[src/rtl/run_pattern_tx.sv]
// run_pattern_tx
//   Serial stimulus source for the four-in-a-row run detector. It shifts a
//   latched pattern onto w one bit per clock, LSB first. Alongside the bits
//   it produces z_exp, the detector output expected for the stream sent so
//   far.
//
// Parameters
//   WIDTH     pattern register width
//   LEN_W     width of length / bit_idx (2**LEN_W must exceed WIDTH)
//
// Ports
//   Clock      in   rising-edge clock
//   Resetn     in   asynchronous active-low reset
//   start      in   begin transmission (sampled in IDLE only)
//   pattern    in   bits to send, latched on accepted start
//   length     in   bits to send; 0 or >WIDTH is clamped to WIDTH
//   repeat_en  in   wrap the pattern continuously until abort
//   abort      in   return to IDLE at the next edge (any state)
//   w          out  serial data bit
//   w_valid    out  w carries a pattern bit
//   busy       out  high in SEND and DONE
//   done       out  one-cycle pulse after the last bit of a non-repeating run
//   z_exp      out  expected detector output
//   bit_idx    out  index of the bit currently on w
module run_pattern_tx #(
  parameter int WIDTH = 16,
  parameter int LEN_W = 5
) (
  input  logic             Clock,
  input  logic             Resetn,
  input  logic             start,
  input  logic [WIDTH-1:0] pattern,
  input  logic [LEN_W-1:0] length,
  input  logic             repeat_en,
  input  logic             abort,
  output logic             w,
  output logic             w_valid,
  output logic             busy,
  output logic             done,
  output logic             z_exp,
  output logic [LEN_W-1:0] bit_idx
);

  typedef enum logic [1:0] {IDLE, SEND, DONE} state_t;

  localparam logic [LEN_W-1:0] WIDTH_L = LEN_W'(WIDTH);

  state_t           state_q, state_d;
  logic [WIDTH-1:0] pat_q, pat_d;
  logic [LEN_W-1:0] len_q, len_d;
  logic             rep_q, rep_d;
  logic [LEN_W-1:0] idx_d;
  logic             w_d, wv_d, busy_d, done_d, z_d;
  // run tracker: previous bit and saturating run count (0 = no bit yet)
  logic             prev_q, prev_d;
  logic [2:0]       cnt_q, cnt_d;

  logic [LEN_W-1:0] len_clamp;
  logic [WIDTH-1:0] sh;

  always_ff @(posedge Clock or negedge Resetn) begin
    if (!Resetn) begin
      state_q <= IDLE;
      pat_q   <= '0;
      len_q   <= '0;
      rep_q   <= 1'b0;
      bit_idx <= '0;
      w       <= 1'b0;
      w_valid <= 1'b0;
      busy    <= 1'b0;
      done    <= 1'b0;
      z_exp   <= 1'b0;
      prev_q  <= 1'b0;
      cnt_q   <= '0;
    end else begin
      state_q <= state_d;
      pat_q   <= pat_d;
      len_q   <= len_d;
      rep_q   <= rep_d;
      bit_idx <= idx_d;
      w       <= w_d;
      w_valid <= wv_d;
      busy    <= busy_d;
      done    <= done_d;
      z_exp   <= z_d;
      prev_q  <= prev_d;
      cnt_q   <= cnt_d;
    end
  end

  always_comb begin
    state_d   = state_q;
    pat_d     = pat_q;
    len_d     = len_q;
    rep_d     = rep_q;
    idx_d     = bit_idx;
    w_d       = 1'b0;
    wv_d      = 1'b0;
    done_d    = 1'b0;
    z_d       = 1'b0;
    prev_d    = prev_q;
    cnt_d     = cnt_q;
    sh        = pat_q;
    len_clamp = (length == '0 || length > WIDTH_L) ? WIDTH_L : length;

    // Tracker consumes the bit currently on w; z_exp follows one cycle later,
    // mirroring a detector that samples w at this same edge.
    if (w_valid) begin
      prev_d = w;
      if (cnt_q == 3'd0 || w != prev_q) cnt_d = 3'd1;
      else if (cnt_q != 3'd4)           cnt_d = cnt_q + 3'd1;
      z_d = (cnt_d == 3'd4);
    end

    case (state_q)
      IDLE: begin
        idx_d = '0;
        if (start && !abort) begin
          pat_d   = pattern;
          len_d   = len_clamp;
          rep_d   = repeat_en;
          prev_d  = 1'b0;
          cnt_d   = 3'd0;
          w_d     = pattern[0];
          wv_d    = 1'b1;
          state_d = SEND;
        end
      end
      SEND: begin
        if (bit_idx == len_q - LEN_W'(1)) begin
          idx_d = '0;
          if (rep_q) begin
            // wrap without touching the tracker: the stream is continuous
            w_d  = pat_q[0];
            wv_d = 1'b1;
          end else begin
            done_d  = 1'b1;
            state_d = DONE;
          end
        end else begin
          idx_d = bit_idx + LEN_W'(1);
          sh    = pat_q >> idx_d;
          w_d   = sh[0];
          wv_d  = 1'b1;
        end
      end
      DONE: begin
        idx_d   = '0;
        state_d = IDLE;
      end
      default: begin
        idx_d   = '0;
        state_d = IDLE;
      end
    endcase

    if (abort && state_q != IDLE) begin
      state_d = IDLE;
      idx_d   = '0;
      w_d     = 1'b0;
      wv_d    = 1'b0;
      done_d  = 1'b0;
      z_d     = 1'b0;
      prev_d  = 1'b0;
      cnt_d   = 3'd0;
    end

    busy_d = (state_d != IDLE);
  end

endmodule

[config.mk]
export PLATFORM = sky130hd
export DESIGN_NAME = run_pattern_tx
export DESIGN_NICKNAME = d
export VERILOG_FILES = /design/src/rtl/run_pattern_tx.sv
export SDC_FILE = /design/constraint.sdc
export NUM_CORES = 1
export LEC_CHECK = 0
export CELL_PAD_IN_SITES_DETAIL_PLACEMENT = 1
export CELL_PAD_IN_SITES_GLOBAL_PLACEMENT = 2
export CORE_MARGIN = 2
export CORE_UTILIZATION = 34
export CTS_CLUSTER_SIZE = 14
export DETAILED_ROUTE_END_ITERATION = 16
export PLACE_DENSITY = 0.86
export REMOVE_ABC_BUFFERS = 1
export SLEW_MARGIN = 20
export SYNTH_ARGS = -nofsm -noshare
export SYNTH_HDL_FRONTEND = slang
export SYNTH_SLANG_ARGS = --single-unit
[constraint.sdc]
create_clock -name Clock -period 3.9 [get_ports Clock]
set_input_delay 0.585 -clock Clock [delete_from_list [all_inputs] [get_ports Clock]]
set_output_delay 0.585 -clock Clock [all_outputs]
set_load 0.1 [all_outputs]
After elaboration in Yosys (flattened, before gate mapping)
Index checks and enable logic that the tools add are counted.
- reduce and logical (&&, ||, !) cells: 11
- shift-type cells: 1
- mux-type cells: 36
- divide/modulo/power cells: 0
- add/subtract/negate cells: 3
- bitwise logic cells: 0
- order comparisons: 1
- multiply operators: 0
- equality and inequality tests: 5
- operators by type and width (cell ; count):
    $mux W3 ; 7
    $mux W5 ; 4
    $mux W1 ; 18
    $shr A16 B5 Y1 ; 1
    $mux W2 ; 4
    $add A5 B1 Y5 const B ; 1
    $eq A5 B5 Y1 ; 1
    $gt A5 B5 Y1 const B ; 1
    $logic_not A5 Y1 ; 1
    $sub A5 B1 Y5 const B ; 1
    $pmux W1 S2 ; 2
    $pmux W2 S2 ; 1
    $reduce_bool A2 Y1 ; 2
    $add A3 B1 Y3 const B ; 1
    $eq A3 B3 Y1 const B ; 1
    $logic_not A3 Y1 ; 1
    $ne A3 B3 Y1 const B ; 1
    $eq A2 B1 Y1 const B ; 1
    $logic_and A1 B1 Y1 ; 2
    $logic_not A2 Y1 ; 1
    $logic_or A1 B1 Y1 ; 2
    $reduce_and A2 Y1 ; 1
    $logic_not A1 Y1 ; 1
    $ne A1 B1 Y1 ; 1
- input port bits: 26
- output and inout port bits: 10
- register bits: 38
- bits in latches: 0
- bits in read-only memories: 0
- memories: 0
- word-level logic and storage cells: 69
- bits in writable memories: 0

Logic depth before layout (Yosys ltp)
- word-level depth: 8
- gate-level depth with buffers: 7
- depth with buffers taken out: 7

Worst setup path after synthesis
No wires, ideal clock.
- kind: register to register
- start point: register bit_idx[0]
- end point: register w
- data required time: 3.831 ns
- slack: 1.293 ns
- arrival: 2.538 ns
- stages on the path, launching flop included: 7
- buffers on the path: 0
- clock period less this slack: 2.607 ns
- library setup time: 0.069 ns
- cell sequence: dfrtp_1 -> ha_1 -> xor2_1 -> mux4_2 -> a21oi_1 -> o221ai_1 -> nand3_1
- cells in the longest elaborated chain, start to end: 5
- elaborated cells between the ends (all ways): 6
- RTL lines (what ; RTL line ; source):
    start, declared ; 41 ; output logic [LEN_W-1:0] bit_idx
    start signal, assigned ; 80 ; bit_idx <= idx_d;
    $add A5 B1 Y5 ; 141 ; idx_d = bit_idx + LEN_W'(1);
    $shr A16 B5 Y1 ; 142 ; sh = pat_q >> idx_d;
    $mux W1 (*) ; 130 ; if (bit_idx == len_q - LEN_W'(1)) begin
    $pmux W1 S2 (*) ; 115 ; case (state_q)
    $mux W1 (*) ; 157 ; if (abort && state_q != IDLE) begin
    via w_d ; 53 ; logic w_d, wv_d, busy_d, done_d, z_d;
    end signal, assigned ; 81 ; w <= w_d;
    end, declared ; 36 ; output logic w,
Mark *: on every way through the listed nets, which the timed path passes. The rest lies on a longest branch.
A chain may end at the register's enable or synchronous reset.

Final worst setup path
- start point: register bit_idx[2]
- end point: output port bit_idx[2]
No word-level cell between the ends.

==> out/qor.yml <==
fin_setup_tns_ns: 0
clockBufferDepth: 2
drv_slew: 0
fin_crit_sh: 0.6708
finalWirelength_mm: 4.220
register_area_sq_um: 950.9
core_area_sq_um: 5540
synth_cells: 209
diodes: 0
synth_top_area_share: 0.4859
drc: 0
yosysTopAreaCell: "dfrtp_1"
final_cells: 318
worst-path-max-fanout: 10
die_h_um: 79.87
row_count: 27
yosysWarningCount: 0
syn_area_per_cell_sq_um: 9.363
synth_most_common_cell: "nand2_1"
fmax_mhz: 382.3
dieArea_sq_um: 6378
io_pins: 36
r2r-start: "bit_idx[0]"
critPathMaxStageDelay_ns: 1.20
fill_cells: 653
yosysUniqueCellTypes: 35
hold_ws_ns: 0.3928
fin_worst_skew_ns: 0.007379
gr-total-overflow: 0
ctsHtreeMaxLevel: 2
wl_per_cell_um: 13.27
synth_edf_count: 0
grt_use_total: 0.1506
maxCapViolCount: 0
ys_ff_latch: 38
firstDrtPassIters: 4
cts_tree: "built"
fin_crit_ns: 2.616
critPathSlowestCell: "clkdlybuf4s50_1"
grt_first_pass_wirelength_mm: 7.389
max_slew_margin: 0.3539
peakVddDrop_v: 0.0002523
cts_buffers: 5
synth-async-reset-ratio: 1.000
powerDensity_nw_per_um2: 481.0
yosysSeqAreaShare: 0.4859
portBuffers: 35
reg2reg_slack_ns: 1.72
path_delay_family: "buffers and inverters"
rsz0062_at_grt: "false"
vias: 1524
critPathKind: "reg -> out"
clk_latency_ns: 0.29
cp.required_ns: 3.31
cts_hold_buffers: 0
die_w_um: 79.87
grt_start_max_net_pins: 39
path_buf_inv: 1
clk_pin_slew_worst_paths_ns: 0.08
synth_common_cells: "nand2_1, dfrtp_1, nor2_1"
yosys-top-cells-area: "dfrtp_1, nand2_1, mux2i_1"
cts_resized: 0
start_util: 0.3532
multi_input_area_sq_um: 940.9
hold_path_class: "in -> async"
cp_cell_sequence: "clkdlybuf4s50_1"
clock_sinks: 38
drive_gt1_frac: 0.06911
viasPerCell: 4.792
power_leakage_uw: 0.001169
layout.nets: 276
cp.arrival_ns: 2.03
post_cts_buffers: 0
dp_cells: 310
endpoint_kind: "output port"
final-setup-viol-count: 0
ant_nets: 0
cts_root_buffer: "clkbuf_8"
antenna_found_initial: 0
syn_area_sq_um: 1957
dp_hpwl_mm: 3.142
gp_congestion: 0.7248
cp-start-kind: "flip-flop"
worstSetupStartpoint: "bit_idx[2]"
drt-initial-drc-count: 31
synth-main-ff-cell: "dfrtp_1"
worst_slew_pin_slew_ns: 0.9661
grt_pass1_vias: 1540
status: "complete, no violations"
syn_to_final_growth_pct: 28.90
hold_violations: 0
## registers in the layout, indices dropped and copies added, names as in the netlist
signal	cells
pat_q	16
bit_idx	5
len_q	5
cnt_q	3
state_q	2
busy	1
done	1
prev_q	1
rep_q	1
w	1
w_valid	1
z_exp	1
## layer usage
metal / vias up / share of wire / GRT usage
met5: - / 0 / 0
met4: 0 / 0.0073 / 0.04576
met3: 4 / 0.037 / 0.03959
met2: 25 / 0.50 / 0.2697
met1: 724 / 0.45 / 0.1755
li1: 771 / - / -
## cells by family after synthesis
family,synth area share
simple gates,0.2346
compound gates,0.08248
buf+inv,0.03772
flops,0.4859
mux,0.06905
xor+xnor,0.05818
fa+ha+maj,0.03197
## cell type report
type	instances	area share
multi-input combinational	153	0.3730
tap	72	0.03571
clock inverter	2	0.02381
timing repair buffer	37	0.1429
sequential	38	0.3770
inverter	10	0.01488
clock buffer	6	0.03274
## final timing paths
| check | cells past startpoint | end |
|---|---|---|
| setup reg to reg | 6 | w |
| setup / recovery | 1 | bit_idx[2] |
| min in group Clock | 2 | pat_q[15] |
| max in group asynchronous | 1 | bit_idx[0] |
| hold / removal | 1 | bit_idx[4] |
| hold reg to reg | 2 | pat_q[15] |
## per-stage QoR
stage	area, sq um	util	setup slack (ns)	power (uW)
floorplan	1921	-	1.287	711.3
detailed placement	2380	0.4295	1.599	813.1
global route	2522	0.4553	1.210	1298
global placement	2380	0.4295	1.588	805.1
finish	2522	0.4553	1.284	1213
CTS	2522	0.4553	1.261	1234
## where the power goes
| part | total (uW) | internal, uW | leakage [uW] | switching [uW] |
|---|---|---|---|---|
| clock network | 414 | 273 | 0.0000714 | 141 |
| logic | 289 | 122 | 0.000607 | 167 |
| registers | 510 | 456 | 0.000491 | 53.6 |
## cells in the final DEF, fill, tap and decap left out
master and n:
buf_2 1, and3_1 2, inv_1 9, nand3_1 4
clkdlybuf4s50_1 34, mux2i_1 9, inv_2 1, o221ai_1 1
bufinv_16 2, nor4b_4 1, nand3b_1 6, xnor2_1 4
o41ai_4 1, buf_4 2, nor3_1 3, or4_1 2
nor2_1 12, nor3b_1 1, a22oi_1 1, nor4_1 2
a21oi_1 5, a211oi_1 1, ha_1 5, o2111ai_1 1
nor4bb_1 1, clkbuf_8 6, o31ai_2 1, o22ai_1 1
nand2_1 63, o21ai_0 7, dfrtp_1 38, o21ai_1 3
nand2b_1 1, xor2_1 9, o211ai_1 1, mux4_2 2
nor2b_1 3
Power figures use the tool's default switching activity.
==> edit (same settings) <==
`WIDTH`: 16 -> 24.
--- a/src/rtl/run_pattern_tx.sv
+++ b/src/rtl/run_pattern_tx.sv
@@ -23,7 +23,7 @@
 //   z_exp      out  expected detector output
 //   bit_idx    out  index of the bit currently on w
 module run_pattern_tx #(
-  parameter int WIDTH = 16,
+  parameter int WIDTH = 24,
   parameter int LEN_W = 5
 ) (
   input  logic             Clock,
Interface: changed (resized pattern); port bits go from 36 to 44. The function was not compared with the original's and may differ.
==> edit against the unedited design <==
- non-clock buffer count grew 8
- highest routed layer unchanged
- routed wire length grew 17%
- sequential share of layout area grew 1.9 points
- power grew 1.3%
- sequential cell count grew 8
- largest power group unchanged
- cell area grew 15%
- setup slack lost 16 ps
- synthesized area grew 19%
- count of clock-buffer cells in the layout is the same
==> edit: results (changes against the unedited design) <==
run_status:
  outcome: "finished, final reports clean"  # unchanged
critical_path:
  critical_path_peak_fanout: 9  # was 10
  cp.arrival_ps: 2050  # was 2030 ps
  worstSetupEndpoint: "bit_idx[4]"  # was bit_idx[2]
timing:
  skew_ps: 11.2  # was 7.38 ps
  layout_setup_ws_ps: 1270  # was 1280 ps
final_layout:
  largest_registers: "pat_q (24), bit_idx (5), len_q (5)"  # was pat_q (16), bit_idx (5), len_q (5)
  layout.cells.non_filler: 365  # was 318
  num-nets-final: 324  # was 276
  drive_gt1_frac: 0.0526  # was 0.0691
synthesis:
  syn_inst: 245  # was 209
  synth_fa_ha_area_frac: 0.0215  # was 0.0320
  ys_types: 40  # was 35
  synth_xor_area_frac: 0.0452  # was 0.0582
  synth-compound-area-share: 0.0802  # was 0.0825
  yosys-top-cells-area: "dfrtp_1 49%, nand2_1 14%, mux4_1 5.6%"  # was dfrtp_1 49%, nand2_1 12%, mux2i_1 4.6%
global_route:
  grt_max_degree: 47  # was 39
  grt_util_all_layers: 0.145  # was 0.151
  grt_pass1_vias: 1889  # was 1540
  grt_pass1_wl_mm: 8.65  # was 7.39 mm
placed_design:
  post_dp_cell_area_mm2: 0.00282  # was 0.00238 mm²
  dp_cells: 359  # was 310
  gp_congestion: 0.858  # was 0.725
  port_buffers: 43  # was 35
route:
  wl_mm: 4.94  # was 4.22 mm
power:
  ir_worst_vdd_uv: 152  # was 252 µV
==> edit: cell count changes in the layout (fill, tap and decap cells not counted), moves of 3 or more <==
cell,delta
mux2i_1,-6
clkdlybuf4s50_1,+8
mux4_1,+5
nand3b_1,-5
a31oi_1,+3
xor2_1,-3
o21ai_1,-3
nand2_1,+23
dfrtp_1,+8
nor3_1,+6
nand3_1,+4
==> edit: cell families (layout without fill, tap and decap cells) <==
logic type                 Yosys count  count (layout)
muxes                               10              10
adders and majority gates            4               4
xor gates and xnor gates            12              12
AOI/OAI and AO/OA                   27              27
DFF                                 46              46
buffers and inverters               20              60
and+or+nand+nor                    126             126
==> edit: final cells by class <==
cell class | instances | area [µm²]
Clock buffer | 6 | 82.6
Fill cell | 793 | 3810
Inverter | 9 | 33.8
Multi-Input combinational cell | 179 | 1090
Sequential cell | 46 | 1150
Tap cell | 80 | 100
Timing Repair Buffer | 45 | 443
==> edit: worst min path at each step <==
stage              start          to  slack, ps
2_1_floorplan     Resetn  bit_idx[0]        290
3_3_place_gp   pat_q[11]   pat_q[11]        450
3_5_place_dp   pat_q[15]   pat_q[15]        460
4_1_cts        pat_q[15]   pat_q[15]        480
5_1_grt           Resetn    pat_q[4]        330
6_report          Resetn    pat_q[5]        290
==> edit: routing by layer <==
metal,global-route usage,routed length (µm),vias to the layer above
li1,-,-,899
met3,0.0333,219,9
met1,0.184,2300,870
met2,0.255,2390,48
met5,0,0,-
met4,0.0256,29,0
==> edit: power by group <==
group          internal, mW  switching (mW)
Sequential            0.557          0.0569
Clock                 0.137           0.141
Combinational         0.153           0.183
Total                 0.847           0.382
